File: src/rtl/dma_pkt_pkg.sv
// Shared types and constants for the packet-aware receive FIFO.
// The pkt_count/drop_count statistics are built only when DMA_PKT_FIFO_STATS_EN is defined.
package dma_pkt_pkg;

  // Write-side packet FSM.
  typedef enum logic [1:0] {
    IDLE = 2'd0,
    RECV = 2'd1,
    DROP = 2'd2
  } wr_state_e;

  localparam int DROP_CNT_W = 16;

  // Saturating increment for the dropped-packet counter.
  function automatic logic [DROP_CNT_W-1:0] sat_inc(input logic [DROP_CNT_W-1:0] v);
    return (&v) ? v : v + DROP_CNT_W'(1);
  endfunction

endpackage

File: src/rtl/dma_pkt_rd_skid.sv
// Two-entry output buffer between the 1-cycle-latency memory read port and
// the DMA valid/ready interface. Tracks the in-flight read so the issue logic
// never launches a read it cannot land.
module dma_pkt_rd_skid #(
  parameter int DWIDTH = 64
) (
  input  logic              clk,
  input  logic              rst_n,
  input  logic              issue_i,       // read launched this cycle
  input  logic [DWIDTH:0]   rdata_i,       // {eop, data}, valid the cycle after issue
  input  logic              ready_i,
  output logic              valid_o,
  output logic [DWIDTH-1:0] data_o,
  output logic              eop_o,
  output logic [1:0]        free_slots_o,  // entries not holding data
  output logic              credit_o,      // a new read may be issued this cycle
  output logic              idle_next_o    // buffer and read pipe empty after this edge
);

  // Memory word layout {eop, data}, sized to this instance.
  typedef struct packed {
    logic              eop;
    logic [DWIDTH-1:0] data;
  } mem_word_t;

  mem_word_t  head_q, head_d, tail_q, tail_d, rword;
  logic [1:0] cnt_q, cnt_d;
  logic       inflight_q;
  logic       push, pop;
  logic [2:0] used, limit;

  assign rword   = mem_word_t'(rdata_i);
  assign push    = inflight_q;
  assign pop     = valid_o && ready_i;
  assign valid_o = (cnt_q != 2'd0);
  assign data_o  = head_q.data;
  assign eop_o   = head_q.eop;

  // Credit counts the read already in flight; a beat leaving this cycle
  // frees its slot early so back-to-back reads sustain one beat per cycle.
  assign used         = {1'b0, cnt_q} + {2'b00, inflight_q};
  assign limit        = 3'd2 + {2'b00, pop};
  assign credit_o     = (used < limit);
  assign free_slots_o = 2'd2 - cnt_q;
  assign idle_next_o  = (cnt_d == 2'd0) && !issue_i;

  // Next-state of the two entries: head always drives the output.
  // NOTE: every variable gets its default before the case, so no path leaves it unassigned and no latch is inferred.
  always_comb begin
    head_d = head_q;
    tail_d = tail_q;
    cnt_d  = cnt_q;
    unique case ({push, pop})
      2'b10: begin
        if (cnt_q == 2'd0) head_d = rword;
        else               tail_d = rword;
        cnt_d = cnt_q + 2'd1;
      end
      2'b01: begin
        head_d = tail_q;
        cnt_d  = cnt_q - 2'd1;
      end
      2'b11: begin
        if (cnt_q == 2'd2) begin
          head_d = tail_q;
          tail_d = rword;
        end else begin
          head_d = rword;
        end
      end
      default: ;
    endcase
  end

  // Entry, occupancy and in-flight registers.
  // NOTE: state registers use non-blocking assignments so every flop samples the pre-edge values.
  always_ff @(posedge clk or negedge rst_n) begin
    if (!rst_n) begin
      head_q     <= '0;
      tail_q     <= '0;
      cnt_q      <= 2'd0;
      inflight_q <= 1'b0;
    end else begin
      head_q     <= head_d;
      tail_q     <= tail_d;
      cnt_q      <= cnt_d;
      inflight_q <= issue_i;
    end
  end

endmodule

File: src/rtl/dma_pkt_fifo_exmem.sv
// Store-and-forward packet FIFO with external memory. Beats are written
// speculatively and become readable only once the packet commits on a good
// EOP; errored or overflowing packets are rewound. Optional statistics are
// enabled with DMA_PKT_FIFO_STATS_EN.
module dma_pkt_fifo_exmem
  import dma_pkt_pkg::*;
#(
  parameter int DWIDTH     = 64,
  parameter int AWIDTH     = 8,
  parameter int FIFO_DEPTH = 1 << AWIDTH
) (
  input  logic                  clk,
  input  logic                  rst,
  input  logic                  wr_valid,
  input  logic [DWIDTH-1:0]     wr_data,
  input  logic                  wr_eop,
  input  logic                  wr_err,
  output logic                  rd_valid,
  input  logic                  rd_ready,
  output logic [DWIDTH-1:0]     rd_data,
  output logic                  rd_eop,
  output logic                  mem_write,
  output logic [AWIDTH-1:0]     mem_waddr,
  output logic [DWIDTH:0]       mem_wdata,
  output logic                  mem_read,
  output logic [AWIDTH-1:0]     mem_raddr,
  input  logic [DWIDTH:0]       mem_rdata,
  output logic [AWIDTH:0]       depth_left,
  output logic                  full,
  output logic                  empty,
  output logic [AWIDTH:0]       pkt_count,
  output logic [DROP_CNT_W-1:0] drop_count
);

  typedef logic [AWIDTH:0] ptr_t;
  localparam ptr_t PTR_ONE = ptr_t'(1);
  localparam ptr_t DEPTH_P = ptr_t'(FIFO_DEPTH);

  wr_state_e state_q, state_d;
  ptr_t      w_ptr_q, w_ptr_d, w_cmt_q, w_cmt_d, r_ptr_q, r_ptr_d;
  ptr_t      depth_q, depth_d;
  logic      full_q, empty_q, empty_d;
  logic      commit, drop, accept;
  logic      issue, credit, idle_next;
  logic [1:0] skid_free_unused;

  // A beat is accepted only outside DROP and with space left; reset gates the
  // strobe so the memory port is quiet while rst is low.
  assign accept    = wr_valid && (state_q != DROP) && !full_q;
  assign mem_write = accept && rst;
  assign mem_waddr = w_ptr_q[AWIDTH-1:0];
  assign mem_wdata = mem_write ? {wr_eop, wr_data} : '0;

  // Write FSM: speculative write pointer, commit on good EOP, rewind on error/overflow.
  always_comb begin
    state_d = state_q;
    w_ptr_d = w_ptr_q;
    w_cmt_d = w_cmt_q;
    commit  = 1'b0;
    drop    = 1'b0;
    if (wr_valid) begin
      unique case (state_q)
        IDLE, RECV: begin
          if (full_q) begin
            w_ptr_d = w_cmt_q;
            drop    = 1'b1;
            state_d = wr_eop ? IDLE : DROP;
          end else if (wr_eop && wr_err) begin
            w_ptr_d = w_cmt_q;
            drop    = 1'b1;
            state_d = IDLE;
          end else if (wr_eop) begin
            w_ptr_d = w_ptr_q + PTR_ONE;
            w_cmt_d = w_ptr_q + PTR_ONE;
            commit  = 1'b1;
            state_d = IDLE;
          end else begin
            w_ptr_d = w_ptr_q + PTR_ONE;
            state_d = RECV;
          end
        end
        DROP:    if (wr_eop) state_d = IDLE;
        default: state_d = IDLE;
      endcase
    end
  end

  // Read issue: only committed words, and only when the output buffer can take them.
  assign issue     = (r_ptr_q != w_cmt_q) && credit;
  assign mem_read  = issue;
  assign mem_raddr = r_ptr_q[AWIDTH-1:0];
  assign r_ptr_d   = issue ? r_ptr_q + PTR_ONE : r_ptr_q;

  // Status flags derived from the next pointers so they match them after each edge.
  assign depth_d = DEPTH_P - (w_ptr_d - r_ptr_d);
  assign empty_d = (w_cmt_d == r_ptr_d) && idle_next;

  // Pointer, FSM and status registers. NOTE: the external buffer is never
  // cleared; reset only rewinds the pointers, which makes all old contents unreachable.
  always_ff @(posedge clk or negedge rst) begin
    if (!rst) begin
      state_q <= IDLE;
      w_ptr_q <= '0;
      w_cmt_q <= '0;
      r_ptr_q <= '0;
      depth_q <= DEPTH_P;
      full_q  <= 1'b0;
      empty_q <= 1'b1;
    end else begin
      state_q <= state_d;
      w_ptr_q <= w_ptr_d;
      w_cmt_q <= w_cmt_d;
      r_ptr_q <= r_ptr_d;
      depth_q <= depth_d;
      full_q  <= (depth_d == '0);
      empty_q <= empty_d;
    end
  end

  assign depth_left = depth_q;
  assign full       = full_q;
  assign empty      = empty_q;

  dma_pkt_rd_skid #(.DWIDTH(DWIDTH)) u_rd_skid (
    .clk          (clk),
    .rst_n        (rst),
    .issue_i      (issue),
    .rdata_i      (mem_rdata),
    .ready_i      (rd_ready),
    .valid_o      (rd_valid),
    .data_o       (rd_data),
    .eop_o        (rd_eop),
    .free_slots_o (skid_free_unused),
    .credit_o     (credit),
    .idle_next_o  (idle_next)
  );

`ifdef DMA_PKT_FIFO_STATS_EN
  ptr_t                  pkt_cnt_q;
  logic [DROP_CNT_W-1:0] drop_cnt_q;
  logic                  eop_xfer;
  logic                  unused_stats;

  assign eop_xfer     = rd_valid && rd_ready && rd_eop;
  assign unused_stats = ^skid_free_unused;

  // Packet and drop accounting; a commit and a final-beat read cancel out.
  always_ff @(posedge clk or negedge rst) begin
    if (!rst) begin
      pkt_cnt_q  <= '0;
      drop_cnt_q <= '0;
    end else begin
      if (commit && !eop_xfer)      pkt_cnt_q <= pkt_cnt_q + PTR_ONE;
      else if (!commit && eop_xfer) pkt_cnt_q <= pkt_cnt_q - PTR_ONE;
      if (drop) drop_cnt_q <= sat_inc(drop_cnt_q);
    end
  end

  assign pkt_count  = pkt_cnt_q;
  assign drop_count = drop_cnt_q;
`else
  logic unused_stats;
  assign unused_stats = commit ^ drop ^ (^skid_free_unused);
  assign pkt_count    = '0;
  assign drop_count   = '0;
`endif

endmodule

File: config.mk
export PLATFORM = sky130hd
export DESIGN_NAME = dma_pkt_fifo_exmem
export DESIGN_NICKNAME = d
export VERILOG_FILES = /design/src/rtl/dma_pkt_pkg.sv /design/src/rtl/dma_pkt_rd_skid.sv /design/src/rtl/dma_pkt_fifo_exmem.sv
export SDC_FILE = /design/constraint.sdc
export NUM_CORES = 1
export LEC_CHECK = 0
export CAP_MARGIN = 20
export CORE_MARGIN = 5
export CORE_UTILIZATION = 45
export DETAILED_ROUTE_END_ITERATION = 7
export GPL_TIMING_DRIVEN = 0
export PLACE_DENSITY = 0.84
export REMOVE_ABC_BUFFERS = 1
export SYNTH_ARGS = -nofsm -noshare
export SYNTH_HDL_FRONTEND = slang
export SYNTH_SLANG_ARGS = --single-unit
File: constraint.sdc
create_clock -name clk -period 4.9 [get_ports clk]
set_input_delay 1.47 -clock clk [delete_from_list [all_inputs] [get_ports clk]]
set_output_delay 1.47 -clock clk [all_outputs]
set_load 0.01 [all_outputs]
==> results_dict.tcl, run 1 <==
set metrics [dict create \
    status "finished clean" \
    worstSetupPathType "input port to flip-flop" \
    fin_cells 1377 \
    cts_tree "done" \
    routabilityCongestion 0.857 \
    synth_area_per_cell_um2 10.5 \
    vias_per_cell 5.13 \
    setup_viol 0 \
    synth.area.top_cells "dfrtp_1 (49%), mux2_2 (8.7%), a22oi_1 (5.7%), and2_1 (4.7%), o21ai_0 (4.6%)" \
    endpoint_kind "flip-flop" \
    yosysWarnings 0 \
    reg2reg_depth 18 \
    clk_pin_slew_ns 0.07 \
    die_w_um 149 \
    cp_max_fo 6 \
    fillers 1360 \
    synth_edf_count 0 \
    drive_gt1_share_pct 13.6 \
    p_leak_nw 5.43 \
    area_delta_synth_final_pct 45.5 \
    yosysMostFrequentCell "dfrtp_1" \
    synth_seq_cells 173 \
    root_buffer "clkbuf_16" \
    grt.total_usage_pct 21.7 \
    port-buffer-count 294 \
    drtPass1Iterations 5 \
    wl_per_cell_um 18.0 \
    io_pins 320 \
    ys_types 57 \
    ant_nets 0 \
    p_per_area_mw_per_mm2 685 \
    syn_area_mm2 0.00869 \
    maxSlewHeadroom_pct 41.2 \
    hold_path.class "flip-flop to flip-flop" \
    core_mm2 0.0188 \
    synth_top_area_share_pct 49.2 \
    period_minus_slack_ns 4.82 \
    post-route-period-util_pct 98.4 \
    crit_chain "clkdlybuf4s50_1 -> nor2b_4 -> inv_2 -> o21ai_4 -> nand2_4 -> nor2_4 -> buf_4 -> buf_4 -> nand2_1 -> o21ai_0 -> ha_1 -> ha_1 -> inv_1 -> fa_1 -> nor2b_1 -> o21ai_1 -> a21oi_2 -> nor2_1 -> or4_1 -> nor4_4" \
    synthCells 831 \
    start_kind "input port" \
    worst_pin_slew_ns 0.882 \
    routed_wl_um 24800 \
    hold_buffers 0 \
    grt_pass1_wl_um 38300 \
    antenna_found_initial 1 \
    maxCapViolations 0 \
    arrival_ns 5.16 \
    synthArstFlopShare_pct 100 \
    start_util_pct 46.2 \
    numCtsBuffers 17 \
    cts_num_sinks 173 \
    grt_remaining_overflow 0 \
    fmax_mhz 207 \
    rows 50 \
    via_count 7062 \
    worst_ep_required_time_ns 5.24 \
    hpwl_um 17600 \
    synth_commonest_cells "dfrtp_1 (171), nand2_1 (85), o21ai_0 (80)" \
    clk_latency_ns 0.44 \
    drv_slew 0 \
    vdd_drop_max_uv 725 \
    synthFlopType "dfrtp_1" \
    grt_max_degree 111 \
    htree_levels 4 \
    hold_path_depth 2 \
    drtIter0Drc 388 \
    dieHeight_um 149 \
    first_global_vias 7098 \
    finalHoldViolations 0 \
    synth_top_cell_by_area "dfrtp_1" \
    crit_path_top_delay_cell "or4_1" \
    fin_util_pct 67.1 \
    yosysSeqAreaShare_pct 49.8 \
    dpl.cell_count 1330 \
    die-area_mm2 0.0222 \
    crit_path_max_incr_delay_ns 0.58 \
    cts.path.max_buffers 2 \
    total_power_w 0.00867 \
    finalClockSkew_ns 0.0132 \
    route.detailed.drc 0 \
    nets 1261 \
]
cell families after synthesis:
group	after synthesis	share of synthesized area, %
and+or+nand+nor	223	12.9
DFF	173	49.8
muxes	68	8.80
other	1	0.0431
AOI/OAI and AO/OA	186	13.8
adders and majority gates	23	3.40
buffers and inverters	120	7.03
xor gates and xnor gates	37	4.23
flip-flops by register name (all words and copies together), names as in the netlist:
name and flops:
r_ptr_q 9, w_cmt_q 9, u_rd_skid.eop_o 1, empty 1, u_rd_skid.data_o 64, u_rd_skid.inflight_q 1
u_rd_skid.cnt_q 2, depth_left 9, w_ptr_q 9, u_rd_skid.tail_q 65, state_q 2, full 1
final timing paths:
path	from	to	slack, ns
worst max-delay path	rd_ready	full	0.08
worst min-delay path	u_rd_skid.data_o[45]	u_rd_skid.data_o[45]	0.48
worst max register to register	r_ptr_q[2]	full	0.33
worst min register to register	u_rd_skid.data_o[45]	u_rd_skid.data_o[45]	0.48
max in group asynchronous	rst	u_rd_skid.data_o[0]	3.26
min in group asynchronous	rst	w_ptr_q[2]	0.87
final cells by class:
cell class	count	area (µm²)	area share, %
clock buffer	18	439	3.47
timing repair buffer	321	3320	26.3
sequential	173	4330	34.3
clock inverter	14	136	1.08
multi-input combinational	562	3980	31.5
antenna	1	2.50	0.0198
tap	260	325	2.57
inverter	28	105	0.831
metrics by stage:
| step | worst slack (ns) | hold slack [ns] | setup TNS [ns] | cell area [µm²] |
|---|---|---|---|---|
| final | 0.0807 | 0.480 | 0 | 12600 |
| after global routing | -0.0562 | 0.505 | -0.0562 | 12600 |
| after CTS | 0.0352 | 0.485 | 0 | 12500 |
| after detailed placement | -1.09 | 0.469 | -5.21 | 11800 |
| after global placement | -9.32 | 0.460 | -2121.46 | 11500 |
| after floorplan | -2.56 | 0.481 | -303.40 | 8280 |
power by group:
group | internal (W) | switching, W
logic | 0.00239 | 0.00228
registers | 0.00217 | 0.000505
clock network | 0.000691 | 0.000628
critical path, delay by kind of cell:
kind            cells  cell delay [ns]
compound gates      4             0.59
simple gates        8             1.49
fa+ha+maj           3             0.76
buf+inv             5             0.84
cell usage in the layout (no fill, tap or decap), types with 3 or more instances in the layout:
cell / netlist / routed
inv_8: 0 / 4
o21ai_0: 80 / 79
mux2_2: 67 / 67
clkdlybuf4s50_1: 0 / 289
inv_1: 27 / 27
a21o_1: 3 / 3
a22oi_1: 66 / 66
dfrtp_1: 171 / 171
buf_4: 41 / 13
xnor2_1: 27 / 25
nand3_1: 7 / 7
dlygate4sd2_1: 0 / 4
and3_1: 4 / 4
buf_12: 0 / 4
ha_1: 22 / 22
buf_16: 0 / 4
a21oi_1: 9 / 5
a31oi_1: 5 / 4
inv_6: 0 / 6
xor2_1: 7 / 6
o22ai_1: 4 / 3
nor2_1: 26 / 25
nand2_1: 85 / 85
o21a_1: 3 / 3
and2_1: 65 / 65
conb_1: 1 / 25
nor3_1: 9 / 7
nand4_1: 6 / 6
buf_8: 0 / 4
clkbuf_16: 0 / 18
nor2b_1: 4 / 4
metal layers:
metal  routed length (µm)  up-vias  global-route usage, %
li1                     -     3373                      -
met1                10700     3433                   28.6
met2                12200      216                   35.7
met3                 1290       40                   4.71
met4                  564        0                   7.41
met5                    0        -                      0
repair_timing:
| action | CTS | global route |
|---|---|---|
| cloned | 0 | 1 |
| pin swaps | 3 | 5 |
| endpoints found under the hold margin | 0 | 0 |
| resized for setup | 12 | 11 |
| endpoints found under the setup margin | 28 | 21 |
| buffers inserted | 9 | 4 |
Power figures use the tool's default switching activity.
==> run 2, diff against run 1 <==
--- a/config.mk
+++ b/config.mk
@@ -10,4 +10,5 @@
 export CORE_UTILIZATION = 45
 export DETAILED_ROUTE_END_ITERATION = 7
+export GPL_ROUTABILITY_DRIVEN = 1
 export GPL_TIMING_DRIVEN = 0
 export PLACE_DENSITY = 0.84
==> constraint.sdc (replaced) <==
create_clock -name clk -period 4.9 [get_ports clk]
set_input_delay 1.225 -clock clk [delete_from_list [all_inputs] [get_ports clk]]
set_output_delay 1.225 -clock clk [all_outputs]
set_load 0.01 [all_outputs]
==> results_dict.tcl, run 2 (synthesized netlist as in run 1, its figures left out) <==
set metrics [dict create \
    nets 1252 \
    finalHoldViolations 0 \
    internal-power_w 0.00521 \
    routed_wl_um 24400 \
    die-area_mm2 0.0222 \
    rows 50 \
    routabilityCongestion 0.857 \
    start_util_pct 46.2 \
    hold_path_depth 2 \
    clk_latency_ns 0.44 \
    crit_path_max_incr_delay_ns 0.53 \
    period_minus_slack_ns 4.64 \
    fin_setup_tns_ns 0 \
    crit_chain "clkdlybuf4s50_1 -> nor2b_4 -> inv_2 -> o21ai_4 -> nand2_2 -> nor2_4 -> buf_4 -> o21ai_0 -> ha_1 -> ha_1 -> inv_1 -> fa_1 -> nor2b_1 -> o21ai_0 -> a21oi_1 -> nor2_1 -> or4_1 -> nor4_2" \
    drtIter0Drc 402 \
    fin_util_pct 66.5 \
    reg2reg_from "r_ptr_q[2]" \
    dpl.cell_count 1330 \
    cts_tree "done" \
    root_buffer "clkbuf_16" \
    holdCritStartpoint "u_rd_skid.data_o[45]" \
    drtPass1Iterations 5 \
    port-buffer-count 294 \
    first_global_vias 7067 \
    place_worst_setup_slack_ns -0.849 \
    r2r_slack_ns 0.48 \
    grt_pass1_wl_um 38200 \
    drv_slew 0 \
    p_leak_nw 5.35 \
    post-route-period-util_pct 94.7 \
    grt_max_degree 111 \
    ant_nets 0 \
    setup_viol 0 \
    cp_max_fo 6 \
    fin_cells 1369 \
    holdWs_ns 0.480 \
    largest_reg_flops 65 \
    p_per_area_mw_per_mm2 684 \
    antenna_found_initial 1 \
    worst_ep_required_time_ns 5.23 \
    r2r-end "full" \
    cts_num_sinks 173 \
    cts.path.max_buffers 2 \
    vias_per_cell 5.08 \
    numCtsBuffers 17 \
    power_frac_seq_pct 31.2 \
    final_common_cell "clkdlybuf4s50_1" \
    drive_gt1_share_pct 12.5 \
    wl_per_cell_um 17.8 \
    crit_path_top_delay_cell "or4_1" \
    area_delta_synth_final_pct 44.0 \
    start_kind "input port" \
    status "finished clean" \
    grt_remaining_overflow 0 \
    htree_levels 4 \
    vdd_drop_max_uv 750 \
    worst_pin_slew_ns 0.885 \
    clk_pin_slew_ns 0.07 \
    finalWorstSetupSlack_ns 0.260 \
    p_comb_share_pct 53.4 \
    worstSetupPathType "input port to flip-flop" \
    io_pins 320 \
    top_register "u_rd_skid.tail_q" \
    layout_common_cells "clkdlybuf4s50_1 (293), dfrtp_1 (171), nand2_1 (85), o21ai_0 (80), mux2_2 (67)" \
    arrival_ns 4.97 \
    die_w_um 149 \
    grt.total_usage_pct 21.7 \
    fmax_mhz 216 \
    hold_end "u_rd_skid.data_o[45]" \
    route.detailed.drc 0 \
    swShare_pct 39.0 \
    hpwl_um 17600 \
    via_count 6953 \
    finalClockSkew_ns 0.0132 \
    switchingPower_w 0.00334 \
    dieHeight_um 149 \
    reg2reg_depth 18 \
    hold_path.class "flip-flop to flip-flop" \
    clkPwrFrac_pct 15.4 \
    maxSlewHeadroom_pct 41.0 \
    core_mm2 0.0188 \
    maxCapViolations 0 \
    endpoint_kind "flip-flop" \
]
run 2: how the worst max path moves through the flow:
stage / from / to / slack, ns / depth (start not counted)
CTS: rd_ready / full / 0.08 / 16
global placement: rst / mem_write / -8.83 / 4
finish: rd_ready / full / 0.26 / 18
detailed placement: rd_ready / full / -0.85 / 16
floorplan: rd_ready / u_rd_skid.tail_q[0] / -2.32 / 5
global route: rd_ready / full / -0.02 / 18
run 2: critical path, delay by kind of cell:
kind                       cells  cell delay (ns)
adders and majority gates      3             0.88
buffers and inverters          4             0.74
AOI/OAI and AO/OA              4             0.61
and+or+nand+nor                7             1.49
run 2: area by class of cell:
cell class	count	area, µm²
fillers	1383	6320
flip-flops and latches	173	4330
multi-input cells	562	3940
repair buffers	312	3230
clock buffers	18	439
well taps	260	325
clock inverters	14	136
inverters	28	105
diodes	2	5.00
run 2: what timing repair did:
item / CTS / global route
hold buffers: 0 / 0
setup buffers: 0 / 5
setup endpoints to repair: 1 / 1
cloned: 0 / 0
pin swaps: 0 / 3
gates resized for setup: 5 / 4
run 2: power by group through the flow:
stage / clock network (W) / logic [W] / registers, W
finish: 0.00132 / 0.00457 / 0.00267
floorplan: 0 / 0.00252 / 0.00276
global placement: 0 / 0.00406 / 0.00263
CTS: 0.00135 / 0.00449 / 0.00266
global route: 0.00141 / 0.00500 / 0.00277
detailed placement: 0 / 0.00440 / 0.00268
run 2: per-layer routing:
layer / vias up / share of wire [%] / global-route usage (%)
met1: 3350 / 43 / 28.6
met4: 0 / 2.2 / 7.41
met3: 39 / 5.8 / 4.77
met2: 209 / 49 / 35.5
met5: - / 0 / 0
li1: 3355 / - / -
run 2: metrics by stage:
| stage | area, µm² | total power [W] |
|---|---|---|
| 6_report | 12500 | 0.00855 |
| 4_1_cts | 12400 | 0.00851 |
| 5_1_grt | 12500 | 0.00918 |
| 3_5_place_dp | 11800 | 0.00708 |
| 3_3_place_gp | 11500 | 0.00669 |
| 2_1_floorplan | 8280 | 0.00527 |
==> run 3, diff against run 2 <==
CAP_MARGIN = 15   (was 20)
==> results_dict.tcl, run 3 (synthesized netlist as in run 1, its figures left out) <==
set metrics [dict create \
    status "finished clean" \
    hpwl_um 17700 \
    maxCapViolations 0 \
    final_area_mm2 0.0125 \
    htree_levels 4 \
    drtPass1Iterations 5 \
    antenna_found_initial 1 \
    drtIter0Drc 395 \
    grt_max_degree 111 \
    top_register "u_rd_skid.tail_q" \
    finalClockSkew_ns 0.0119 \
    period_minus_slack_ns 4.71 \
    area_delta_synth_final_pct 43.7 \
    final_common_cell "clkdlybuf4s50_1" \
    start_util_pct 46.2 \
    dieHeight_um 149 \
    grt_pass1_wl_um 38200 \
    cts_num_sinks 173 \
    die_w_um 149 \
    die-area_mm2 0.0222 \
    holdWs_ns 0.477 \
    crit_chain "clkdlybuf4s50_1 -> nor2b_4 -> inv_2 -> o21ai_4 -> nand2_2 -> nor2_4 -> nand2_1 -> xnor2_2 -> ha_1 -> ha_1 -> a21o_1 -> a21oi_1 -> o22ai_1 -> o41ai_2 -> xnor3_1 -> nor4_2" \
    io_pins 320 \
    cp_common_cell "ha_1" \
    ant_nets 0 \
    grt_remaining_overflow 0 \
    arrival_ns 5.03 \
    vdd_drop_max_uv 730 \
    setup_viol 0 \
    cts.path.max_buffers 2 \
    worst_pin_slew_ns 0.894 \
    drive_gt1_share_pct 12.1 \
    fmax_mhz 212 \
    grt.total_usage_pct 21.7 \
    clk_pin_slew_ns 0.07 \
    p_per_area_mw_per_mm2 680 \
    core_mm2 0.0188 \
    crit_path_top_delay_cell "clkdlybuf4s50_1" \
    crit_buf_inv 2 \
    finalHoldViolations 0 \
    post-route-period-util_pct 96.2 \
    maxSlewHeadroom_pct 40.0 \
    cts_tree "done" \
    crit_path_max_incr_delay_ns 0.46 \
    route.detailed.drc 0 \
    endpoint_kind "flip-flop" \
    via_count 6964 \
    drv_slew 0 \
    vias_per_cell 5.10 \
    worstSetupPathType "input port to flip-flop" \
    rows 50 \
    port-buffer-count 294 \
    crit_start "rd_ready" \
    wl_per_cell_um 17.8 \
    clk_latency_ns 0.43 \
    largest_reg_flops 65 \
    nets 1249 \
    r2r_slack_ns 0.40 \
    routabilityCongestion 0.857 \
    p_leak_nw 5.35 \
    crit_family "compound AO/OA/AOI/OAI gates" \
    reg2reg_depth 17 \
    first_global_vias 6972 \
    placed_area_mm2 0.0118 \
    start_kind "input port" \
    root_buffer "clkbuf_16" \
    reg2reg_from "r_ptr_q[2]" \
    routed_wl_um 24300 \
    fillers 1378 \
    layout_common_cells "clkdlybuf4s50_1 (293), dfrtp_1 (171), nand2_1 (85), o21ai_0 (80), mux2_2 (67)" \
    hold_path.class "flip-flop to flip-flop" \
    hold_buffers 0 \
    r2r-end "full" \
    endpoint "full" \
    hold_path_depth 2 \
    worst_ep_required_time_ns 5.22 \
    cp_max_fo 6 \
    cp.depth 16 \
    numCtsBuffers 17 \
]
[run 3: worst min path at each step]
stage                               startpoint                    to
after floorplan            u_rd_skid.tail_q[0]   u_rd_skid.tail_q[0]
after global placement    u_rd_skid.data_o[47]  u_rd_skid.data_o[47]
after detailed placement  u_rd_skid.data_o[18]  u_rd_skid.data_o[18]
after CTS                 u_rd_skid.data_o[18]  u_rd_skid.data_o[18]
after global routing      u_rd_skid.data_o[11]  u_rd_skid.data_o[11]
final                     u_rd_skid.data_o[45]  u_rd_skid.data_o[45]
[run 3: worst min-delay path: stages, from the launching register on]
cell and delay, ns:
dfrtp_1 0.34, nand2_1 0.04, o21ai_0 0.06
[run 3: routing by layer]
layer / GRT usage, % / routed length, µm
met5: 0 / 0
met2: 35.8 / 12200
met1: 28.8 / 10400
met4: 5.49 / 304
met3: 5.32 / 1440
[run 3: timing repair]
item                       in CTS  in global routing
setup endpoints to repair       1                  1
buffers inserted                0                  2
pin swaps                       0                  1
gates resized for setup         4                  4
[run 3: area by class of cell]
| type | count | area [µm²] | share of cell area (%) |
|---|---|---|---|
| diodes | 2 | 5.00 | 0.0401 |
| clock buffers | 18 | 439 | 3.52 |
| clock inverters | 14 | 141 | 1.13 |
| inverters | 28 | 105 | 0.841 |
| multi-input cells | 562 | 3940 | 31.5 |
| flip-flops and latches | 173 | 4330 | 34.7 |
| well taps | 260 | 325 | 2.60 |
| repair buffers | 309 | 3210 | 25.7 |
[run 3: metrics by stage]
step                      instances  setup TNS, ns  power, W  util, %  worst slack, ns
final                          1366              0   0.00850     66.3            0.187
after global routing           1365        -0.0678   0.00912     66.3          -0.0678
after CTS                      1362              0   0.00848     66.1           0.0262
after detailed placement       1330          -1.10   0.00708     62.9           -0.794
after global placement         1317       -2014.07   0.00669     61.3            -8.83
after floorplan                 763        -239.38   0.00527        -            -2.32
[run 3: power by group]
| group | leakage [nW] | internal [W] | switching [W] |
|---|---|---|---|
| Sequential | 2.08 | 0.00217 | 0.000505 |
| Clock | 0.288 | 0.000692 | 0.000630 |
| Combinational | 2.98 | 0.00231 | 0.00219 |
| Total | 5.35 | 0.00517 | 0.00332 |
